==> config.mk <==
export PLATFORM = sky130hd
export DESIGN_NAME = alu4_main_circuit_flat
export DESIGN_NICKNAME = d
export VERILOG_FILES = /design/src/rtl/alu4_pkg.sv /design/src/rtl/alu4_main_circuit_if.sv /design/src/rtl/alu4_full_adder.sv /design/src/rtl/alu4_main_circuit.sv /design/src/flat_wrapper.sv
export SDC_FILE = /design/constraint.sdc
export NUM_CORES = 1
export LEC_CHECK = 0
export BUFFER_PORTS_ARGS = -buffer_cell sky130_fd_sc_hd__clkbuf_2
export CAP_MARGIN = 10
export CORE_MARGIN = 1.5
export CORE_UTILIZATION = 49
export DETAILED_ROUTE_END_ITERATION = 10
export PLACE_DENSITY = 0.82
export SKIP_LAST_GASP = 1
export SYNTH_ARGS = -nofsm -noshare
export SYNTH_HDL_FRONTEND = slang
export SYNTH_HIERARCHICAL = 1
export SYNTH_SLANG_ARGS = --single-unit
==> constraint.sdc <==
create_clock -name clk -period 1.6 [get_ports clk]
set_clock_uncertainty 0.2 [all_clocks]
set_input_delay 0.4 -clock clk [delete_from_list [all_inputs] [get_ports clk]]
set_output_delay 0.4 -clock clk [all_outputs]
set_load 0.01 [all_outputs]
==> src/rtl/alu4_pkg.sv <==
`default_nettype none
// =============================================================================
// alu4_pkg : shared select encodings, compare bit indices and datapath width
// Rev 1.0
// =============================================================================
package alu4_pkg;

  localparam int W = 4;

  typedef enum logic [1:0] {
    SEL_ADD = 2'b00,
    SEL_SUB = 2'b01,
    SEL_CMP = 2'b10,
    SEL_AND = 2'b11
  } sel_e;

  localparam int CMP_GT = 2;
  localparam int CMP_EQ = 1;
  localparam int CMP_LT = 0;

endpackage
`default_nettype wire

==> src/rtl/alu4_main_circuit_if.sv <==
`default_nettype none
// =============================================================================
// alu4_main_circuit_if : operand/select inputs and registered result buses
// Rev 1.0
// =============================================================================
interface alu4_main_circuit_if;
  import alu4_pkg::*;

  logic [1:0]   s;
  logic [W-1:0] a;
  logic [W-1:0] b;
  logic [W:0]   adder;
  logic [W:0]   subs;
  logic [2:0]   comp;
  logic [W-1:0] and_op;
  logic [3:0]   d;

  modport master (output s, a, b, input adder, subs, comp, and_op, d);
  modport slave  (input s, a, b, output adder, subs, comp, and_op, d);
endinterface
`default_nettype wire

==> src/rtl/alu4_full_adder.sv <==
`default_nettype none
// =============================================================================
// alu4_full_adder : 1-bit full adder, ripple cell for the add and subtract chains
// Rev 1.0
// =============================================================================
module alu4_full_adder (
  input  logic a,
  input  logic b,
  input  logic cin,
  output logic sum,
  output logic cout
);
  assign sum  = a ^ b ^ cin;
  assign cout = (a & b) | (cin & (a ^ b));
endmodule
`default_nettype wire

==> src/rtl/alu4_main_circuit.sv <==
`default_nettype none
// =============================================================================
// alu4_main_circuit : registered 4-bit ALU (add/sub/compare/AND), one-hot gated
// Rev 1.0
// =============================================================================
module alu4_main_circuit
  import alu4_pkg::*;
(
  input  logic               clk,
  input  logic               rst_n,
  alu4_main_circuit_if.slave bus
);
  logic [3:0]   w_dec;
  logic [W:0]   w_add_c;
  logic [W:0]   w_sub_c;
  logic [W-1:0] w_add_s;
  logic [W-1:0] w_sub_s;
  logic [W-1:0] w_b_inv;
  logic         w_borrow;
  logic         w_eq;
  logic [2:0]   w_comp;

  logic [W:0]   r_adder;
  logic [W:0]   r_subs;
  logic [2:0]   r_comp;
  logic [W-1:0] r_and;
  logic [3:0]   r_d;

  assign w_dec      = 4'b0001 << bus.s;
  assign w_add_c[0] = 1'b0;
  // Subtract as A + ~B + 1; the final carry is the inverted borrow
  assign w_sub_c[0] = 1'b1;
  assign w_b_inv    = ~bus.b;

  generate
    for (genvar i = 0; i < W; i++) begin : g_ripple
      alu4_full_adder u_add (
        .a    (bus.a[i]),
        .b    (bus.b[i]),
        .cin  (w_add_c[i]),
        .sum  (w_add_s[i]),
        .cout (w_add_c[i+1])
      );
      alu4_full_adder u_sub (
        .a    (bus.a[i]),
        .b    (w_b_inv[i]),
        .cin  (w_sub_c[i]),
        .sum  (w_sub_s[i]),
        .cout (w_sub_c[i+1])
      );
    end
  endgenerate

  assign w_borrow       = ~w_sub_c[W];
  assign w_eq           = (w_sub_s == '0);
  assign w_comp[CMP_LT] = w_borrow;
  assign w_comp[CMP_EQ] = w_eq;
  assign w_comp[CMP_GT] = ~w_borrow & ~w_eq;

  always_ff @(posedge clk or negedge rst_n) begin
    if (!rst_n) begin
      r_adder <= '0;
      r_subs  <= '0;
      r_comp  <= '0;
      r_and   <= '0;
      r_d     <= '0;
    end else begin
      r_d     <= w_dec;
      r_adder <= w_dec[SEL_ADD] ? {w_add_c[W], w_add_s} : '0;
      r_subs  <= w_dec[SEL_SUB] ? {w_borrow, w_sub_s}   : '0;
      r_comp  <= w_dec[SEL_CMP] ? w_comp                : '0;
      r_and   <= w_dec[SEL_AND] ? (bus.a & bus.b)       : '0;
    end
  end

  assign bus.adder  = r_adder;
  assign bus.subs   = r_subs;
  assign bus.comp   = r_comp;
  assign bus.and_op = r_and;
  assign bus.d      = r_d;
endmodule
`default_nettype wire

==> src/flat_wrapper.sv <==
// flat-port wrapper written by rule: the top's interface ports become plain ports
module alu4_main_circuit_flat import alu4_pkg::*;
  (clk, rst_n, bus_s, bus_a, bus_b, bus_adder, bus_subs, bus_comp, bus_and_op, bus_d);
  alu4_main_circuit_if bus_i ();
  input  logic clk;
  input  logic rst_n;
  input wire logic [$bits(bus_i.s)-1:0] bus_s;
  input wire logic [$bits(bus_i.a)-1:0] bus_a;
  input wire logic [$bits(bus_i.b)-1:0] bus_b;
  output wire logic [$bits(bus_i.adder)-1:0] bus_adder;
  output wire logic [$bits(bus_i.subs)-1:0] bus_subs;
  output wire logic [$bits(bus_i.comp)-1:0] bus_comp;
  output wire logic [$bits(bus_i.and_op)-1:0] bus_and_op;
  output wire logic [$bits(bus_i.d)-1:0] bus_d;
  assign bus_i.s = bus_s;
  assign bus_i.a = bus_a;
  assign bus_i.b = bus_b;
  assign bus_adder = bus_i.adder;
  assign bus_subs = bus_i.subs;
  assign bus_comp = bus_i.comp;
  assign bus_and_op = bus_i.and_op;
  assign bus_d = bus_i.d;
  alu4_main_circuit u_core (.clk(clk), .rst_n(rst_n), .bus(bus_i));
endmodule
Word level (Yosys, flattened, before mapping)

Index checks and enable logic that the tools add are counted.

Register bits: 21
Input bits: 12
Output and inout port bits: 21
Word-level logic and storage cells: 52

Shift-type cells: 1
Muxes and demuxes: 4
Bitwise gates (word level): 41
Reductions and logical operators: 1

Operators by type and width:

| kind                                                               | number |
|---|---|
| 1-bit AND                                                          | 15 |
| 1-bit XOR                                                          | 14 |
| 5-bit two-way mux                                                  | 2 |
| 1-bit bitwise OR                                                   | 7 |
| 4-bit AND                                                          | 1 |
| 4-bit zero test                                                    | 1 |
| 4-bit two-way mux                                                  | 1 |
| 4-bit inverter                                                     | 1 |
| 1-bit by 2-bit left shift with 4-bit output (first input constant) | 1 |
| 3-bit two-way mux                                                  | 1 |
| 1-bit inverter                                                     | 3 |

Longest topological paths before layout

Depth after elaboration: 12
Mapped depth: 7
Mapped depth without buffers: 7

Hierarchy

The synthesis kept the hierarchy.

Modules (own cells, without submodules):

| module            | instances | cells an instance | area an instance (um2) | sequential area each (um2) |
|---|---|---|---|---|
| alu4_main_circuit | 1         | 50                | 688.2                  | 525.5 |
| alu4_full_adder   | 8         | 1                 | 20.0                   | 0.0 |

Worst setup path after synthesis

No wires, ideal clock.

Path kind: input to register
Start point: in bus_b[0]
End point: reg u_core.r_comp[2], in the netlist u_core/bus.comp[2]
Library setup time: 120 ps
Arrival: 2620 ps
Required time: 1280 ps
Setup slack: -1340 ps
Stages: 7
Buffers on the path: 0
Cells stage by stage: inv_1 > fa_1 > fa_1 > fa_1 > fa_1 > or4_4 > and3_1

Cells in the longest elaborated chain, start to end: 12
Elaborated cells between the ends (all ways): 18
Classes of those cells: mux: 1; bitwise: 16; reduce/logical: 1

RTL lines:

| what                                   | line                    | source |
|---|---|---|
| start, declared                        | flat_wrapper.sv:9       | `input wire logic [$bits(bus_i.b)-1:0] bus_b;` |
| 4-bit inverter *                       | alu4_main_circuit.sv:33 | `assign w_b_inv = ~bus.b;` |
| 1-bit AND or 1-bit XOR (tied branches) | alu4_full_adder.sv:14   | `assign cout = (a & b) \| (cin & (a ^ b));` |
| 1-bit bitwise OR *                     | alu4_full_adder.sv:14   |  |
| named net u_core.w_sub_c[1]            | alu4_main_circuit.sv:15 | `logic [W:0] w_sub_c;` |
| 1-bit AND *                            | alu4_full_adder.sv:14   |  |
| 1-bit bitwise OR *                     | alu4_full_adder.sv:14   |  |
| named net u_core.w_sub_c[2]            | alu4_main_circuit.sv:15 |  |
| 1-bit AND *                            | alu4_full_adder.sv:14   |  |
| 1-bit bitwise OR *                     | alu4_full_adder.sv:14   |  |
| named net u_core.w_sub_c[3]            | alu4_main_circuit.sv:15 |  |
| 1-bit XOR *                            | alu4_full_adder.sv:13   | `assign sum = a ^ b ^ cin;` |
| named net u_core.w_sub_s[3]            | alu4_main_circuit.sv:17 | `logic [W-1:0] w_sub_s;` |
| 4-bit zero test *                      | alu4_main_circuit.sv:55 | `assign w_eq = (w_sub_s == '0);` |
| 1-bit inverter *                       | alu4_main_circuit.sv:58 | `assign w_comp[CMP_GT] = ~w_borrow & ~w_eq;` |
| 1-bit AND *                            | alu4_main_circuit.sv:58 |  |
| 3-bit two-way mux *                    | alu4_main_circuit.sv:71 | `r_comp <= w_dec[SEL_CMP] ? w_comp : '0;` |
| end signal, assigned                   | alu4_main_circuit.sv:71 |  |
| end, declared                          | alu4_main_circuit.sv:25 | `logic [2:0] r_comp;` |

The timed path passes the listed nets; every way through them passes the cells marked *.

Worst setup path after layout

Start point: in bus_a[0]
End point: reg u_core.r_comp[2], in the netlist u_core/bus.comp[2]

Cells in the longest elaborated chain, start to end: 11
Elaborated cells between the ends (all ways): 17
Classes of those cells: mux: 1; bitwise: 15; reduce/logical: 1

RTL lines:

| what                                   | line                    | source |
|---|---|---|
| start, declared                        | flat_wrapper.sv:8       | `input wire logic [$bits(bus_i.a)-1:0] bus_a;` |
| 1-bit AND or 1-bit XOR (tied branches) | alu4_full_adder.sv:14   |  |
| 1-bit bitwise OR *                     | alu4_full_adder.sv:14   |  |
| named net u_core.w_sub_c[1]            | alu4_main_circuit.sv:15 |  |
| 1-bit AND *                            | alu4_full_adder.sv:14   |  |
| 1-bit bitwise OR *                     | alu4_full_adder.sv:14   |  |
| named net u_core.w_sub_c[2]            | alu4_main_circuit.sv:15 |  |
| 1-bit AND *                            | alu4_full_adder.sv:14   |  |
| 1-bit bitwise OR *                     | alu4_full_adder.sv:14   |  |
| named net u_core.w_sub_c[3]            | alu4_main_circuit.sv:15 |  |
| 1-bit XOR *                            | alu4_full_adder.sv:13   |  |
| named net u_core.w_sub_s[3]            | alu4_main_circuit.sv:17 |  |
| 4-bit zero test *                      | alu4_main_circuit.sv:55 |  |
| 1-bit inverter *                       | alu4_main_circuit.sv:58 |  |
| 1-bit AND *                            | alu4_main_circuit.sv:58 |  |
| 3-bit two-way mux *                    | alu4_main_circuit.sv:71 |  |

Marked as above.

==> results_dict.tcl <==
set metrics [dict create \
    die_h_um 44.6 \
    place.gp.congestion 0.785 \
    antennaDiodeCount 0 \
    violations "DRC, setup timing" \
    holdCritStartpoint "bus_s[0]" \
    track_usage_pct 17.9 \
    min_delay_worst_endpoint "u_core/bus.d[0]$_DFF_PN0_" \
    wire_length_of_the_first_global_routing_pass_mm 2.43 \
    ys.warnings.count 6 \
    fin_crit_sh_pct 163 \
    critical_path.startpoint_type "input port" \
    setup.worst_path.end_class "register" \
    fp.dieArea_mm2 0.00199 \
    io-pin-count 33 \
    final_common_cell "sky130_fd_sc_hd__clkbuf_2" \
    drv_cap 0 \
    yosysUniqueCellTypes 11 \
    most-common-layout-cells "sky130_fd_sc_hd__clkbuf_2, sky130_fd_sc_hd__dfrtp_1, sky130_fd_sc_hd__fa_2, sky130_fd_sc_hd__buf_4, sky130_fd_sc_hd__and2_1" \
    worst_slew_margin_rel_pct 66.3 \
    final-setup-viol-count 9 \
    floorplan.die.width_um 44.6 \
    post-route-drc-count 4 \
    start_util_pct 54.4 \
    detailroute.via_count 568 \
    crit_type "in -> reg" \
    worst_hold_slack_ps 151 \
    dp_hpwl_mm 1.21 \
    grt_max_degree 22 \
    clock-sinks 21 \
    internal_power_component_uw 748 \
    final_layout_size_suffix_gt1_share_pct 54.4 \
    postSynthRegisterBits 21 \
    synth_nets 78 \
    antenna_found_initial 0 \
    cts.clk_slew.worst_paths_ps 110 \
    fp-row-count 14 \
    power.density_cell_area_mw_per_mm2 855 \
    nets 124 \
    route.detailed.vias_per_inst 4.77 \
    routed_wirelength_mm 1.52 \
    finalNonFillerCells 119 \
    cts_root_buffer "sky130_fd_sc_hd__clkbuf_4" \
    routedWlPerCell_um 12.8 \
    slew_viol_final 0 \
    crit_arrival_ps 2610 \
    final_critical_path_setup_slack_ps -1020 \
    post_synth.cell_area_avg_um2 14.6 \
    hold-path-cell-count 2 \
    cp.required_ps 1590 \
    dr.first_iter.drc_count 15 \
    drt_pre_antenna_iters 7 \
    outcome "finished, violations left" \
    grt_overflow_total 0 \
    vdd_drop_max_v 0.000609 \
    clock_tree.htree_level_count 1 \
    drt.antenna.violating_nets 0 \
    area_of_combinational_cells_with_multiple_inputs_um2 329 \
    synthDominantCellAreaShare_pct 61.9 \
    synth_area_leader_cell "sky130_fd_sc_hd__dfrtp_1" \
    synth_top_cells_by_area "sky130_fd_sc_hd__dfrtp_1, sky130_fd_sc_hd__fa_1, sky130_fd_sc_hd__and2_1" \
    sw_frac_of_total_pct 24.7 \
    rsz0062_at_grt "true" \
    core_mm2 0.00156 \
    numPlacedInstances 114 \
    fmaxAchievable_mhz 382 \
    clockPowerShare_pct 24.2 \
    finalWorstPathRequiredPeriod_ps 2620 \
    worst_tran_pin_value_ps 506 \
    pwr-share-comb_pct 19.0 \
    netlist_area_um2 848 \
    final-hold-violation-count 0 \
    port-buffer-count 32 \
    register_area_um2 526 \
    cts_tree "yes" \
    clock_path_buffers 2 \
    postSynthCellCount 58 \
    cts-buffers-inserted 3 \
    grt_pass1_vias 598 \
    sequentialPowerShare_pct 56.9 \
    area.growth.synth_to_final_pct 37.0 \
    post-route-util_pct 74.6 \
    yosysSeqAreaShare_pct 61.9 \
    fill_cells 113 \
    power_leakage_nw 0.646 \
    critPathMaxFanout 2 \
    power_switching_uw 246 \
    worstHoldPathType "in -> reg" \
]
[stage by stage]
stage	setup slack (ps)	area [um^2]	setup TNS, ps	total power, mW
floorplan	-1230	868	-6790	0.658
global placement	-1370	1110	-8990	0.748
detailed placement	-1420	1110	-9330	0.757
CTS	-1030	1140	-5510	0.998
global route	-1020	1160	-5270	1.06
finish	-1020	1160	-5190	0.994
[per-layer routing]
metal / global-route usage, % / share of wire, % / up-vias
met4: 9.09 / 1.1 / 0
met2: 31.3 / 53 / 28
met1: 20.2 / 39 / 276
met5: 0 / 0 / -
li1: - / - / 262
met3: 4.08 / 7.6 / 2
[cell usage after synthesis]
master and number:
sky130_fd_sc_hd__and2_1 9, sky130_fd_sc_hd__and2_2 1, sky130_fd_sc_hd__and3_1 5, sky130_fd_sc_hd__conb_1 2, sky130_fd_sc_hd__dfrtp_1 21, sky130_fd_sc_hd__fa_1 8
sky130_fd_sc_hd__inv_1 5, sky130_fd_sc_hd__nand2b_1 1, sky130_fd_sc_hd__nor2_1 3, sky130_fd_sc_hd__nor2b_1 2, sky130_fd_sc_hd__or4_4 1
[kinds of logic (layout without fill, tap and decap cells)]
| logic type | count (synthesis) | count (layout) | synth area share, % |
|---|---|---|---|
| fa+ha+maj | 8 | 8 | 18.9 |
| buf+inv | 5 | 50 | 2.21 |
| flops | 21 | 21 | 61.9 |
| other cells | 2 | 2 | 0.885 |
| simple gates | 22 | 22 | 16.1 |
[sequential cells by signal, indices dropped and copies added, names as in the netlist]
name	cells
u_core/bus.adder	5
u_core/bus.and_op	4
u_core/bus.comp	3
u_core/bus.d	4
u_core/bus.subs	5
[power groups by stage]
stage                     logic [mW]  clock network (mW)  registers, mW
after floorplan               0.0663                   0          0.591
after global placement         0.173                   0          0.574
after detailed placement       0.182                   0          0.576
after CTS                      0.185               0.249          0.565
after global routing           0.212               0.283          0.568
final                          0.188               0.240          0.565
[area by class of cell]
cell class | instances | area share (%)
Sequential cell | 21 | 45.2
Multi-Input combinational cell | 32 | 28.3
Timing Repair Buffer | 41 | 20.9
Clock buffer | 4 | 2.26
Tap cell | 16 | 1.72
Inverter | 5 | 1.61
[repair_timing]
action / CTS / global route
hold buffers: 1 / 0
setup endpoints to repair: 10 / 10
pin swaps: 8 / 5
gates resized for setup: 1 / 6
buffers inserted: 1 / 0
endpoints found under the hold margin: 21 / 0
[worst max-delay path by stage]
stage | start | end | slack, ps
after detailed placement | bus_a[0] | u_core/bus.comp[2]$_DFF_PN0_ | -1420
after floorplan | bus_a[0] | u_core/bus.comp[2]$_DFF_PN0_ | -1230
after global placement | bus_a[0] | u_core/bus.comp[2]$_DFF_PN0_ | -1370
after global routing | bus_a[0] | u_core/bus.comp[2]$_DFF_PN0_ | -1020
after CTS | bus_a[0] | u_core/bus.comp[2]$_DFF_PN0_ | -1030
final | bus_a[0] | u_core/bus.comp[2]$_DFF_PN0_ | -1020
[critical path: stages]
cell and delay [ps]:
sky130_fd_sc_hd__buf_6 100, sky130_fd_sc_hd__fa_2 350, sky130_fd_sc_hd__fa_2 350, sky130_fd_sc_hd__fa_2 370, sky130_fd_sc_hd__fa_2 420, sky130_fd_sc_hd__or4_4 420, sky130_fd_sc_hd__and3_1 190
No activity file was read; power rests on OpenSTA's default activity.
